===== src/rtl/ntt_seq_engine.sv =====
// rtl/ntt_seq_engine.sv - sequential N-point NTT using one modular MAC
// Optional macro NTT_INVERSE_EN adds the inverse transform (w_inv stepping plus n_inv scale).
module ntt_seq_engine #(
  parameter int N  = 32,
  parameter int CW = 4,
  parameter int QW = 8
) (
  input  logic          clk,
  input  logic          rst_n,
  input  logic [QW-1:0] q,
  input  logic [QW-1:0] w,
`ifdef NTT_INVERSE_EN
  input  logic          inv,
  input  logic [QW-1:0] w_inv,
  input  logic [QW-1:0] n_inv,
`endif
  input  logic          in_valid,
  output logic          in_ready,
  input  logic [CW-1:0] in_data,
  output logic          out_valid,
  input  logic          out_ready,
  output logic [QW-1:0] out_data,
  output logic          out_last,
  output logic          busy
);

  localparam int AW = (N > 1) ? $clog2(N) : 1;
  typedef logic [AW-1:0] idx_t;
  localparam idx_t LAST_IDX = idx_t'(N - 1);

  typedef enum logic [1:0] {
    LOAD,
    COMPUTE,
    OUTPUT
`ifdef NTT_INVERSE_EN
    , SCALE
`endif
  } state_t;

  // Moduli below 2 collapse every residue to zero, which also avoids a divide by zero.
  function automatic logic [QW-1:0] modr(input logic [2*QW-1:0] x, input logic [QW-1:0] m);
    logic [2*QW-1:0] mm;
    mm = (2*QW)'(m);
    if (m < QW'(2)) return '0;
    return QW'(x % mm);
  endfunction

  state_t        state;
  idx_t          j;
  idx_t          i;
  logic [QW-1:0] qr;
  logic [QW-1:0] wstep;
  logic [QW-1:0] wi;
  logic [QW-1:0] tw;
  logic [QW-1:0] acc;
  logic [QW-1:0] coef_mem [N];
`ifdef NTT_INVERSE_EN
  logic          inv_r;
  logic [QW-1:0] ninv_r;
`endif

  logic          accept;
  logic [QW-1:0] q_eff;
  logic [QW-1:0] coef_in;
  logic [QW-1:0] tw_cur;
  logic [QW-1:0] acc_cur;
  logic [QW-1:0] term;
  logic [QW:0]   sum;
  logic [QW-1:0] acc_nxt;
  logic [QW-1:0] tw_nxt;
  logic [QW-1:0] wi_nxt;
  logic [QW-1:0] wstep_new;

  always_comb begin
    accept  = (state == LOAD) && in_valid && in_ready;
    // The first beat of a frame reduces against the modulus being latched alongside it.
    q_eff   = (j == '0) ? q : qr;
    coef_in = modr((2*QW)'(in_data), q_eff);
    tw_cur  = (j == '0) ? QW'(1) : tw;
    acc_cur = (j == '0) ? '0 : acc;
    term    = modr((2*QW)'(coef_mem[j]) * (2*QW)'(tw_cur), qr);
    sum     = {1'b0, acc_cur} + {1'b0, term};
    acc_nxt = (sum >= {1'b0, qr}) ? QW'(sum - {1'b0, qr}) : QW'(sum);
    tw_nxt  = modr((2*QW)'(tw_cur) * (2*QW)'(wi), qr);
    wi_nxt  = modr((2*QW)'(wi) * (2*QW)'(wstep), qr);
`ifdef NTT_INVERSE_EN
    wstep_new = inv ? modr((2*QW)'(w_inv), q) : modr((2*QW)'(w), q);
`else
    wstep_new = modr((2*QW)'(w), q);
`endif
  end

  always_ff @(posedge clk) begin
    if (accept) coef_mem[j] <= coef_in;
  end

  always_ff @(posedge clk or negedge rst_n) begin
    if (!rst_n) begin
      state     <= LOAD;
      j         <= '0;
      i         <= '0;
      qr        <= '0;
      wstep     <= '0;
      wi        <= '0;
      tw        <= '0;
      acc       <= '0;
      in_ready  <= 1'b0;
      out_valid <= 1'b0;
      out_data  <= '0;
      out_last  <= 1'b0;
      busy      <= 1'b0;
`ifdef NTT_INVERSE_EN
      inv_r     <= 1'b0;
      ninv_r    <= '0;
`endif
    end else begin
      case (state)
        LOAD: begin
          in_ready <= 1'b1;
          if (accept) begin
            if (j == '0) begin
              qr    <= q;
              wstep <= wstep_new;
              wi    <= QW'(1);
`ifdef NTT_INVERSE_EN
              inv_r  <= inv;
              ninv_r <= modr((2*QW)'(n_inv), q);
`endif
            end
            if (j == LAST_IDX) begin
              j        <= '0;
              i        <= '0;
              in_ready <= 1'b0;
              busy     <= 1'b1;
              state    <= COMPUTE;
            end else begin
              j <= j + idx_t'(1);
            end
          end
        end
        COMPUTE: begin
          acc <= acc_nxt;
          tw  <= tw_nxt;
          if (j == LAST_IDX) begin
            j <= '0;
`ifdef NTT_INVERSE_EN
            if (inv_r) begin
              state <= SCALE;
            end else
`endif
            begin
              out_data  <= acc_nxt;
              out_valid <= 1'b1;
              out_last  <= (i == LAST_IDX);
              state     <= OUTPUT;
            end
          end else begin
            j <= j + idx_t'(1);
          end
        end
`ifdef NTT_INVERSE_EN
        SCALE: begin
          out_data  <= modr((2*QW)'(acc) * (2*QW)'(ninv_r), qr);
          out_valid <= 1'b1;
          out_last  <= (i == LAST_IDX);
          state     <= OUTPUT;
        end
`endif
        OUTPUT: begin
          if (out_ready) begin
            out_valid <= 1'b0;
            if (i == LAST_IDX) begin
              i        <= '0;
              busy     <= 1'b0;
              in_ready <= 1'b1;
              state    <= LOAD;
            end else begin
              i     <= i + idx_t'(1);
              wi    <= wi_nxt;
              state <= COMPUTE;
            end
          end
        end
        default: state <= LOAD;
      endcase
    end
  end

endmodule


===== config.mk =====
export PLATFORM = sky130hd
export DESIGN_NAME = ntt_seq_engine
export DESIGN_NICKNAME = d
export VERILOG_FILES = /design/src/rtl/ntt_seq_engine.sv
export SDC_FILE = /design/constraint.sdc
export NUM_CORES = 2
export LEC_CHECK = 0
export BUFFER_PORTS_ARGS = -buffer_cell sky130_fd_sc_hd__buf_2
export CORE_MARGIN = 2
export CORE_UTILIZATION = 60
export CTS_CLUSTER_DIAMETER = 60
export CTS_CLUSTER_SIZE = 12
export DETAILED_ROUTE_END_ITERATION = 8
export PLACE_DENSITY = 0.75
export SKIP_CTS_REPAIR_TIMING = 1
export SLEW_MARGIN = 10
export SYNTH_ARGS = -nofsm -noshare
export SYNTH_HDL_FRONTEND = slang
export SYNTH_SLANG_ARGS = --single-unit

===== constraint.sdc =====
create_clock -name clk -period 58.3 [get_ports clk]
set_input_delay 8.745 -clock clk [delete_from_list [all_inputs] [get_ports clk]]
set_output_delay 8.745 -clock clk [all_outputs]
set_load 0.1 [all_outputs]

==> metrics.yaml <==
outcome:
  status: "finished, final reports clean"
timing:
  rsz0062_at_grt: "no"
  fmax_mhz: 22.3
  fin_crit_ns: 44.82
  worst_pin_slew_ns: 1.13
  fin_setup_tns_ns: 0
  hold_violations: 0
  period_share: 0.769
  finClkSkew_ns: 0.0223
  slew_viol_final: 0
  setup_violations: 0
  max-slew-margin-rel: 0.248
floorplan:
  initial_utilization: 0.606
  io_pins: 36
  dieArea_mm2: 0.0804
  fp.dieH_um: 284
  rows: 102
  dieWidth_um: 284
  coreArea_mm2: 0.0773
clock_network:
  cts_max_path_buffers: 3
  cts_tree: "yes"
  clkTransAtPathRegs_ns: 0.07
  clk_latency_ns: 0.59
  cts_made_buffers: 31
  htree_levels: 1
  clock_sinks: 320
  root_buffer: "clkbuf_16"
logic_synthesis:
  synthSimpleGateAreaFrac: 0.200
  async_reset_ff_frac: 0.200
  synth_edf_count: 256
  synth_xor_area_frac: 0.0447
  synth_compound_area_frac: 0.220
  yosys.area_share.adder: 0.221
  ys_seq_area_frac: 0.198
  avgSynthCellArea_um2: 8.55
  synth_top_family_by_area: "adder cells"
  syn-cell-area_mm2: 0.0469
  synth_top_flop_cell: "edfxtp_1"
  synth_seq_cells: 320
  yosysWarnings: 0
  muxShareOfSynthArea: 0.0781
  synth_cell_types: 115
  netlist_instances: 5485
worst_setup_path:
  worstSetupEndpointType: "flop"
  critPathMaxStageDelay_ns: 0.84
  rrSetupSlack_ns: 13.48
  worst_setup_path_start_kind: "flop"
  path_class: "reg -> reg"
  path_delay_family: "compound AO/OA/AOI/OAI gates"
  worst-path-buf-inv: 12
  reg2reg_depth: 187
  cp_slowest_cell: "a311oi_1"
  cpMostUsedCell: "o21a_1"
  required_ns: 58.73
  path_depth: 187
  worstPathMaxFanout: 49
  arrival_ns: 45.24
global_routing:
  grt_usage: 0.292
  grt_max_degree: 70
  antenna_found_initial: 4
  gr-total-overflow: 0
  grt_pass1_wl_mm: 198
  grt_pass1_vias: 39400
finish:
  multi_input_area_mm2: 0.0359
  syn_to_final_growth_pct: 5.09
  fin_nets: 6279
  seq_area_mm2: 0.00929
  nFillCells: 6656
  drive_gt1_frac: 0.0794
place:
  port-buffer-count: 35
  gp_congestion: 0.916
  dpl.hpwl_mm: 93.4
route:
  dr.pass1.iters: 9
  routed_wirelength_mm: 121
  drtIter0Drc: 3239
  dr_total_vias: 41800
  drt-wirelength-per-cell_um: 18.4
  ant_nets: 0
  via_per_inst: 6.38
  route.detailed.drc: 0
worst_hold_path:
  min_path_type: "reg -> reg"
  whs_path_depth: 2
run:
  drv_cap: 0
-- layout by cell type, fill, tap and decap left out, types with 92 or more instances in the layout --
master	synthesis	routed
a21oi_1	260	259
nand2b_1	95	95
fa_1	115	115
ha_1	640	640
o21ai_0	286	286
a21o_1	136	136
inv_1	334	326
edfxtp_1	256	256
o31ai_1	92	92
mux2_2	112	112
nor2_1	521	514
o21a_1	259	259
xnor2_1	151	151
nor3_1	290	289
nand2_1	450	450
-- kinds of logic after synthesis --
logic type / count (synthesis)
xor gates and xnor gates: 239
other: 1
and+or+nand+nor: 1917
muxes: 269
adders and majority gates: 758
buffers and inverters: 469
DFF: 320
AOI/OAI and AO/OA: 1512
-- synth_stat cells, types with 27 or more instances --
master / number / area share
mux2_2: 112 / 0.027
a21oi_1: 260 / 0.028
o21a_1: 259 / 0.041
clkbuf_1: 103 / 0.0082
and3_1: 46 / 0.0061
inv_1: 334 / 0.027
o31ai_1: 92 / 0.015
o22ai_1: 27 / 0.0036
nor4_1: 38 / 0.0051
a21o_1: 136 / 0.022
nor2b_1: 74 / 0.0099
nand2b_1: 95 / 0.013
mux2i_1: 87 / 0.019
xnor2_1: 151 / 0.028
nor2_1: 521 / 0.042
o21ai_1: 31 / 0.0033
nand2_1: 450 / 0.036
a31oi_1: 43 / 0.0057
or3_1: 49 / 0.0065
fa_1: 115 / 0.049
mux4_2: 64 / 0.031
nor3_1: 290 / 0.031
xor2_1: 88 / 0.016
ha_1: 640 / 0.17
edfxtp_1: 256 / 0.16
nand3_1: 88 / 0.0094
a211oi_1: 45 / 0.0072
nand4_1: 45 / 0.0060
or2_2: 39 / 0.0052
and2_1: 75 / 0.010
o21ai_0: 286 / 0.031
dfrtp_1: 64 / 0.034
o211ai_1: 46 / 0.0074
-- registers in the layout, summed over array words and instances, names as in the netlist --
name / flops
coef_mem: 256
acc: 8
out_data: 8
qr: 8
tw: 8
wi: 8
wstep: 8
i: 5
j: 5
state: 2
busy: 1
in_ready: 1
out_last: 1
out_valid: 1
-- cell type report --
cell class	count	area share
multi-input combinational	4713	0.729
sequential	320	0.189
tap	1040	0.0264
inverter	334	0.0254
clock buffer	36	0.0161
timing repair buffer	100	0.0135
clock inverter	4	0.000838
antenna	1	0.0000508
-- metrics by stage --
step | instance area (um2) | worst slack [ns] | utilization | hold WS (ns) | cells
5_1_grt | 49300 | 9.63 | 0.637 | 0.523 | 6548
4_1_cts | 49300 | 13.96 | 0.637 | 0.482 | 6547
3_3_place_gp | 48400 | 15.64 | 0.626 | 0.455 | 6507
3_5_place_dp | 48400 | 14.19 | 0.626 | 0.467 | 6507
6_report | 49300 | 13.48 | 0.637 | 0.480 | 6548
2_1_floorplan | 46900 | 17.44 | - | 0.442 | 5502
-- path summary, 6_finish.rpt --
kind | start | end
worst min register to register | acc[6] | acc[6]
worst max-delay path | j[0] | acc[2]
worst min-delay path | acc[6] | acc[6]
min in group asynchronous | rst_n | wstep[1]
max in group asynchronous | rst_n | j[0]
worst max register to register | j[0] | acc[2]
-- layer usage --
layer / wire length, um / GRT usage / part of all wire / up-vias
li1: - / - / - / 20500
met1: 55600 / 0.408 / 0.46 / 19900
met2: 54400 / 0.482 / 0.45 / 1168
met3: 7260 / 0.0297 / 0.060 / 195
met4: 3250 / 0.0806 / 0.027 / 6
met5: 38 / 0 / 0.00032 / -
-- worst reg2reg max path: cells and delay by family (launching register included) --
kind / cells / cell delay [ns]
fa+ha+maj: 24 / 8.08
mux: 6 / 2.15
buf+inv: 12 / 2.14
xor+xnor: 2 / 0.36
compound gates: 92 / 20.16
simple gates: 51 / 11.06
flops: 1 / 0.66
Power is left out: the tool's default activity adds up to more than one toggle a clock period on the data nets, which glitch-free logic cannot reach.
